[src/rtl/nib_fifo_drain.sv]
// rtl/nib_fifo_drain.sv - drain controller for the flushable nibble FIFO
module nib_fifo_drain #(
  parameter int TIMEOUT = 16,
  parameter int DATA_W  = 32
) (
  input  logic              clk,
  input  logic              rst,
  input  logic              fifo_data_avail_i,
  input  logic              fifo_empty_i,
  output logic              fifo_rd_valid_o,
  input  logic [DATA_W-1:0] fifo_rd_data_i,
  output logic              fifo_flush_o,
  input  logic              fifo_flush_done_i,
  input  logic              flush_req_i,
  output logic              m_valid_o,
  input  logic              m_ready_i,
  output logic [DATA_W-1:0] m_data_o,
  output logic              m_last_o,
  output logic [7:0]        flush_cnt_o
);

  typedef enum logic {IDLE, FLUSH} state_t;

  localparam logic [7:0] TMO_LAST = 8'(TIMEOUT - 1);

  state_t            state_q, state_d;
  logic [7:0]        timer_q, timer_d;
  logic [7:0]        cnt_q, cnt_d;
  logic              flush_q;
  logic [1:0]        count_q;
  logic [DATA_W-1:0] d0_q, d1_q;
  logic              l0_q, l1_q;
  logic              push, pop, idle_partial;

  // Reads never look at m_ready_i: a full queue simply stops pulling words.
  assign pop          = (count_q != 2'd0) && m_ready_i;
  assign push         = fifo_data_avail_i && (count_q != 2'd2);
  assign idle_partial = !fifo_empty_i && !fifo_data_avail_i;

  assign fifo_rd_valid_o = push;
  assign m_valid_o       = (count_q != 2'd0);
  assign m_data_o        = d0_q;
  assign m_last_o        = l0_q;
  assign fifo_flush_o    = flush_q;
  assign flush_cnt_o     = cnt_q;

  // Next-state logic: idle timer, flush triggers and the saturating flush counter.
  always_comb begin
    state_d = state_q;
    timer_d = timer_q;
    cnt_d   = cnt_q;
    case (state_q)
      IDLE: begin
        if (idle_partial) begin
          if (timer_q == TMO_LAST) begin
            state_d = FLUSH;
            timer_d = 8'd0;
          end else begin
            timer_d = timer_q + 8'd1;
          end
        end else begin
          timer_d = 8'd0;
        end
        // A request coinciding with the timeout still lands in the same single FLUSH.
        if (flush_req_i && !fifo_empty_i) begin
          state_d = FLUSH;
          timer_d = 8'd0;
        end
      end
      FLUSH: begin
        timer_d = 8'd0;
        if (fifo_flush_done_i) begin
          state_d = IDLE;
          if (cnt_q != 8'hFF) cnt_d = cnt_q + 8'd1;
        end
      end
      default: begin
        state_d = IDLE;
        timer_d = 8'd0;
      end
    endcase
  end

  // Control registers; the flush request is registered off the next state.
  always_ff @(posedge clk or negedge rst) begin
    if (!rst) begin
      state_q <= IDLE;
      timer_q <= 8'd0;
      cnt_q   <= 8'd0;
      flush_q <= 1'b0;
    end else begin
      state_q <= state_d;
      timer_q <= timer_d;
      cnt_q   <= cnt_d;
      flush_q <= (state_d == FLUSH);
    end
  end

  // Two-entry output queue; entry 0 is always the head.
  always_ff @(posedge clk or negedge rst) begin
    if (!rst) begin
      count_q <= 2'd0;
      d0_q    <= '0;
      d1_q    <= '0;
      l0_q    <= 1'b0;
      l1_q    <= 1'b0;
    end else begin
      if (push && pop) begin
        d0_q <= fifo_rd_data_i;
        l0_q <= fifo_flush_done_i;
      end else if (push) begin
        if (count_q == 2'd0) begin
          d0_q <= fifo_rd_data_i;
          l0_q <= fifo_flush_done_i;
        end else begin
          d1_q <= fifo_rd_data_i;
          l1_q <= fifo_flush_done_i;
        end
        count_q <= count_q + 2'd1;
      end else if (pop) begin
        if (count_q == 2'd2) begin
          d0_q <= d1_q;
          l0_q <= l1_q;
        end
        count_q <= count_q - 2'd1;
      end
    end
  end

endmodule
[config.mk]
export PLATFORM = sky130hd
export DESIGN_NAME = nib_fifo_drain
export DESIGN_NICKNAME = d
export VERILOG_FILES = /design/src/rtl/nib_fifo_drain.sv
export SDC_FILE = /design/constraint.sdc
export NUM_CORES = 1
export LEC_CHECK = 0
export ABC_AREA = 0
export CORE_UTILIZATION = 45
export CTS_CLUSTER_DIAMETER = 40
export DETAILED_ROUTE_END_ITERATION = 6
export GPL_TIMING_DRIVEN = 0
export PLACE_DENSITY = 0.74
export SLEW_MARGIN = 10
export SYNTH_ARGS = -nofsm -noshare
export SYNTH_HDL_FRONTEND = slang
export SYNTH_SLANG_ARGS = --single-unit
[constraint.sdc]
create_clock -name clk -period 2.15 [get_ports clk]
set_input_delay 0.3225 -clock clk [delete_from_list [all_inputs] [get_ports clk]]
set_output_delay 0.3225 -clock clk [all_outputs]
set_load 0.005 [all_outputs]
==> reports/results.ini <==
[clock_network]
clk-insertion-delay-late_ns = 0.36
numCtsBuffers = 9
path_clk_slew_ns = 0.09
cts_buffer_depth = 2
tritoncts = built
htree_levels = 3
cts_root_buf = clkbuf_8
clock-sinks = 85

[sta]
finalHoldViolations = 0
slew_viol_final = 0
period_share_pct = 96.38
holdWs_ns = 0.4863
max_slew_margin_pct = 64.98
skew_ns = 0.01250
setup_viol = 0
max_freq_ghz = 0.4826
tightest_slew_ns = 0.5253
fin_tns_setup_ns = 0
period_needed_ns = 2.072
setup_slack_ns = 0.07782

[global_routing]
first_global_vias = 3336
grt_max_degree = 46
grt_pass1_wl_mm = 15.93
grt.overflow.total = 0
antenna_found_initial = 0
grt_use_total_pct = 21.03

[power_and_ir_drop]
ir_worst_vdd_mv = 0.6458
p_switching_w = 0.002358
p_int_w = 0.004527
sw_frac_of_total_pct = 34.24
power_frac_comb_pct = 45.0
powerDensity_nw_per_um2 = 1288
seqPwrFrac_pct = 39.9
pwr-share-clk_pct = 15.1
p_total_w = 0.006885
cellLeakagePower_nw = 2.119

[synthesis]
synth_area_um2 = 4060
yosys_warnings = 0
synth.avg_cell_area_um2 = 11.00
ys_ff_latch = 85
ys_seq_area_share_pct = 52.39
yosysUniqueCellTypes = 39
synth_fp_nets = 413
syn_inst = 369

[min_path]
hp-class = in -> async

[worst_setup_path]
end_kind = flip-flop
rrSetupSlack_ns = 0.08
arrival_ns = 2.31
cp_max_fo = 10
cp.required_ns = 2.39
crit_type = reg -> reg
critPathLaunchType = flip-flop

[die]
die_w_um = 96.99
rows = 34
coreArea_um2 = 8721
start_util_pct = 46.56
fp.dieArea_um2 = 9406
ios = 83
die_h_um = 96.99

[placed_design]
place_ws_ns = -0.9864
finalWeightedCongestion = 0.7520
portBuffers = 82
place_hpwl_mm = 6.611

[routing]
via_count = 3369
post-route-drc-count = 0
drtAntennaViolNets = 0
first_iter_violations = 148
first_pass_iters = 4
routed_wl_mm = 9.596
wl_per_cell_um = 16.52
via_per_inst = 5.799

[layout]
final_nets = 512
drive_gt1_share_pct = 20.30
syn_to_final_growth_pct = 31.68
diodes = 0
fill_cells = 704

[run_status]
status = finished, final reports clean

[run]
maxCapViolations = 0

-- metal layers --
layer | share of wire (%) | vias to the layer above | GRT usage (%)
li1 | - | 1585 | -
met1 | 44 | 1664 | 27.49
met2 | 49 | 101 | 33.48
met3 | 4.9 | 19 | 5.997
met4 | 1.9 | 0 | 7.348
met5 | 0 | - | 0
-- timing repair --
action | 4_1_cts | 5_1_grt
hold endpoints to repair | 40 | 0
gates resized for setup | 11 | 12
hold buffers | 1 | 0
cloned | 1 | 0
endpoints found under the setup margin | 68 | 60
pin swaps | 1 | 0
buffers inserted | 1 | 4
-- state kept, by name (all words and copies together) (netlist names) --
signal	flops
fifo_flush_o	1
m_last_o	1
flush_cnt_o	8
d1_q	32
count_q	2
l1_q	1
m_data_o	32
timer_q	8
-- power by group through the flow --
stage	registers, W	logic, W	clock network [W]
after floorplan	0.00269	0.00173	0
after global placement	0.00271	0.00292	0
after detailed placement	0.00274	0.00301	0
after CTS	0.00274	0.00300	0.00106
after global routing	0.00284	0.00337	0.00112
final	0.00275	0.00310	0.00104
-- cells in the mapped netlist, drive strengths merged --
| cell | n | area (um^2) |
|---|---|---|
| a21o | 1 | 15.01 |
| nand2b | 4 | 25.02 |
| nand4b | 1 | 8.760 |
| a31oi | 34 | 212.7 |
| or2 | 1 | 6.260 |
| nand4 | 4 | 25.02 |
| nand2 | 8 | 30.03 |
| or4 | 1 | 7.510 |
| buf | 20 | 141.4 |
| nor4b | 1 | 23.77 |
| a21oi | 4 | 20.02 |
| inv | 7 | 26.27 |
| nor3 | 4 | 20.02 |
| a221o | 1 | 10.01 |
| mux2 | 37 | 416.7 |
| clkbuf | 13 | 50.04 |
| o221ai | 1 | 8.760 |
| o211ai | 3 | 22.52 |
| and4 | 2 | 17.52 |
| ha | 5 | 62.56 |
| nand3b | 2 | 18.77 |
| dfrtp | 85 | 2127 |
| o21ai | 38 | 190.2 |
| a211oi | 34 | 255.2 |
| or3 | 3 | 18.77 |
| and3 | 1 | 6.260 |
| nor3b | 1 | 7.510 |
| nor2 | 5 | 18.77 |
| xor2 | 2 | 17.52 |
| nand3 | 39 | 195.2 |
| nor2b | 2 | 12.51 |
| and2b | 1 | 7.510 |
| xnor2 | 4 | 35.03 |
-- logic make-up after synthesis --
kind of cell | Yosys count | synth area share [%]
multiplexers | 37 | 10.26
AO/OA/AOI/OAI | 116 | 18.09
AND/OR/NAND/NOR | 80 | 11.06
flip-flops | 85 | 52.39
buffers and inverters | 40 | 5.362
adder cells (fa/ha/maj) | 5 | 1.541
XOR/XNOR | 6 | 1.294
-- area by class of cell --
class / count / area [um^2] / share of cell area (%)
buffer: 31 / 207.7 / 3.885
clock buffer: 11 / 141.4 / 2.645
clock inverter: 5 / 35.03 / 0.6553
inverter: 7 / 26.28 / 0.4915
multi-input combinational: 244 / 1770 / 33.11
sequential: 85 / 2128 / 39.81
tap: 108 / 135.1 / 2.528
timing repair buffer: 90 / 902.1 / 16.87
-- through the flow --
step           util (%)  cell area, um^2  cells
5_1_grt           61.31             5346    581
3_3_place_gp      57.88             5047    559
4_1_cts           60.46             5273    577
6_report          61.31             5346    581
3_5_place_dp      58.16             5072    560
2_1_floorplan         -             4091    369
-- worst paths after layout --
path	from	to	depth (start not counted)
worst min-delay path	rst	m_data_o[31]	2
min in group clk	d1_q[28]	d1_q[28]	1
max in group asynchronous	rst	count_q[1]	3
worst max-delay path	count_q[1]	m_data_o[29]	8
worst min register to register	d1_q[28]	d1_q[28]	1
worst max register to register	count_q[1]	m_data_o[29]	8
-- layout by cell type, fill, tap and decap left out, types with 4 or more instances in the layout --
cell type / Yosys / final
dfrtp_1: 85 / 84
nand4_1: 4 / 4
inv_1: 6 / 5
nor3_1: 4 / 4
clkbuf_8: 0 / 10
mux2_2: 37 / 37
buf_2: 11 / 7
a211oi_1: 34 / 31
xnor2_1: 4 / 4
o21ai_0: 37 / 37
nand2_1: 8 / 6
nand3_1: 39 / 39
nor2_1: 5 / 5
a21oi_1: 4 / 4
a31oi_1: 34 / 34
buf_6: 7 / 10
clkdlybuf4s50_1: 0 / 79
clkbuf_1: 12 / 12
buf_4: 0 / 10
-- critical path, stage by stage (launching register included) --
cell,delay [ns]
dfrtp_2,0.49
or2_2,0.36
nand2_2,0.13
ha_2,0.22
nor2b_1,0.05
buf_2,0.16
buf_2,0.20
a211oi_1,0.28
a31oi_1,0.07
Power figures use the tool's default switching activity.
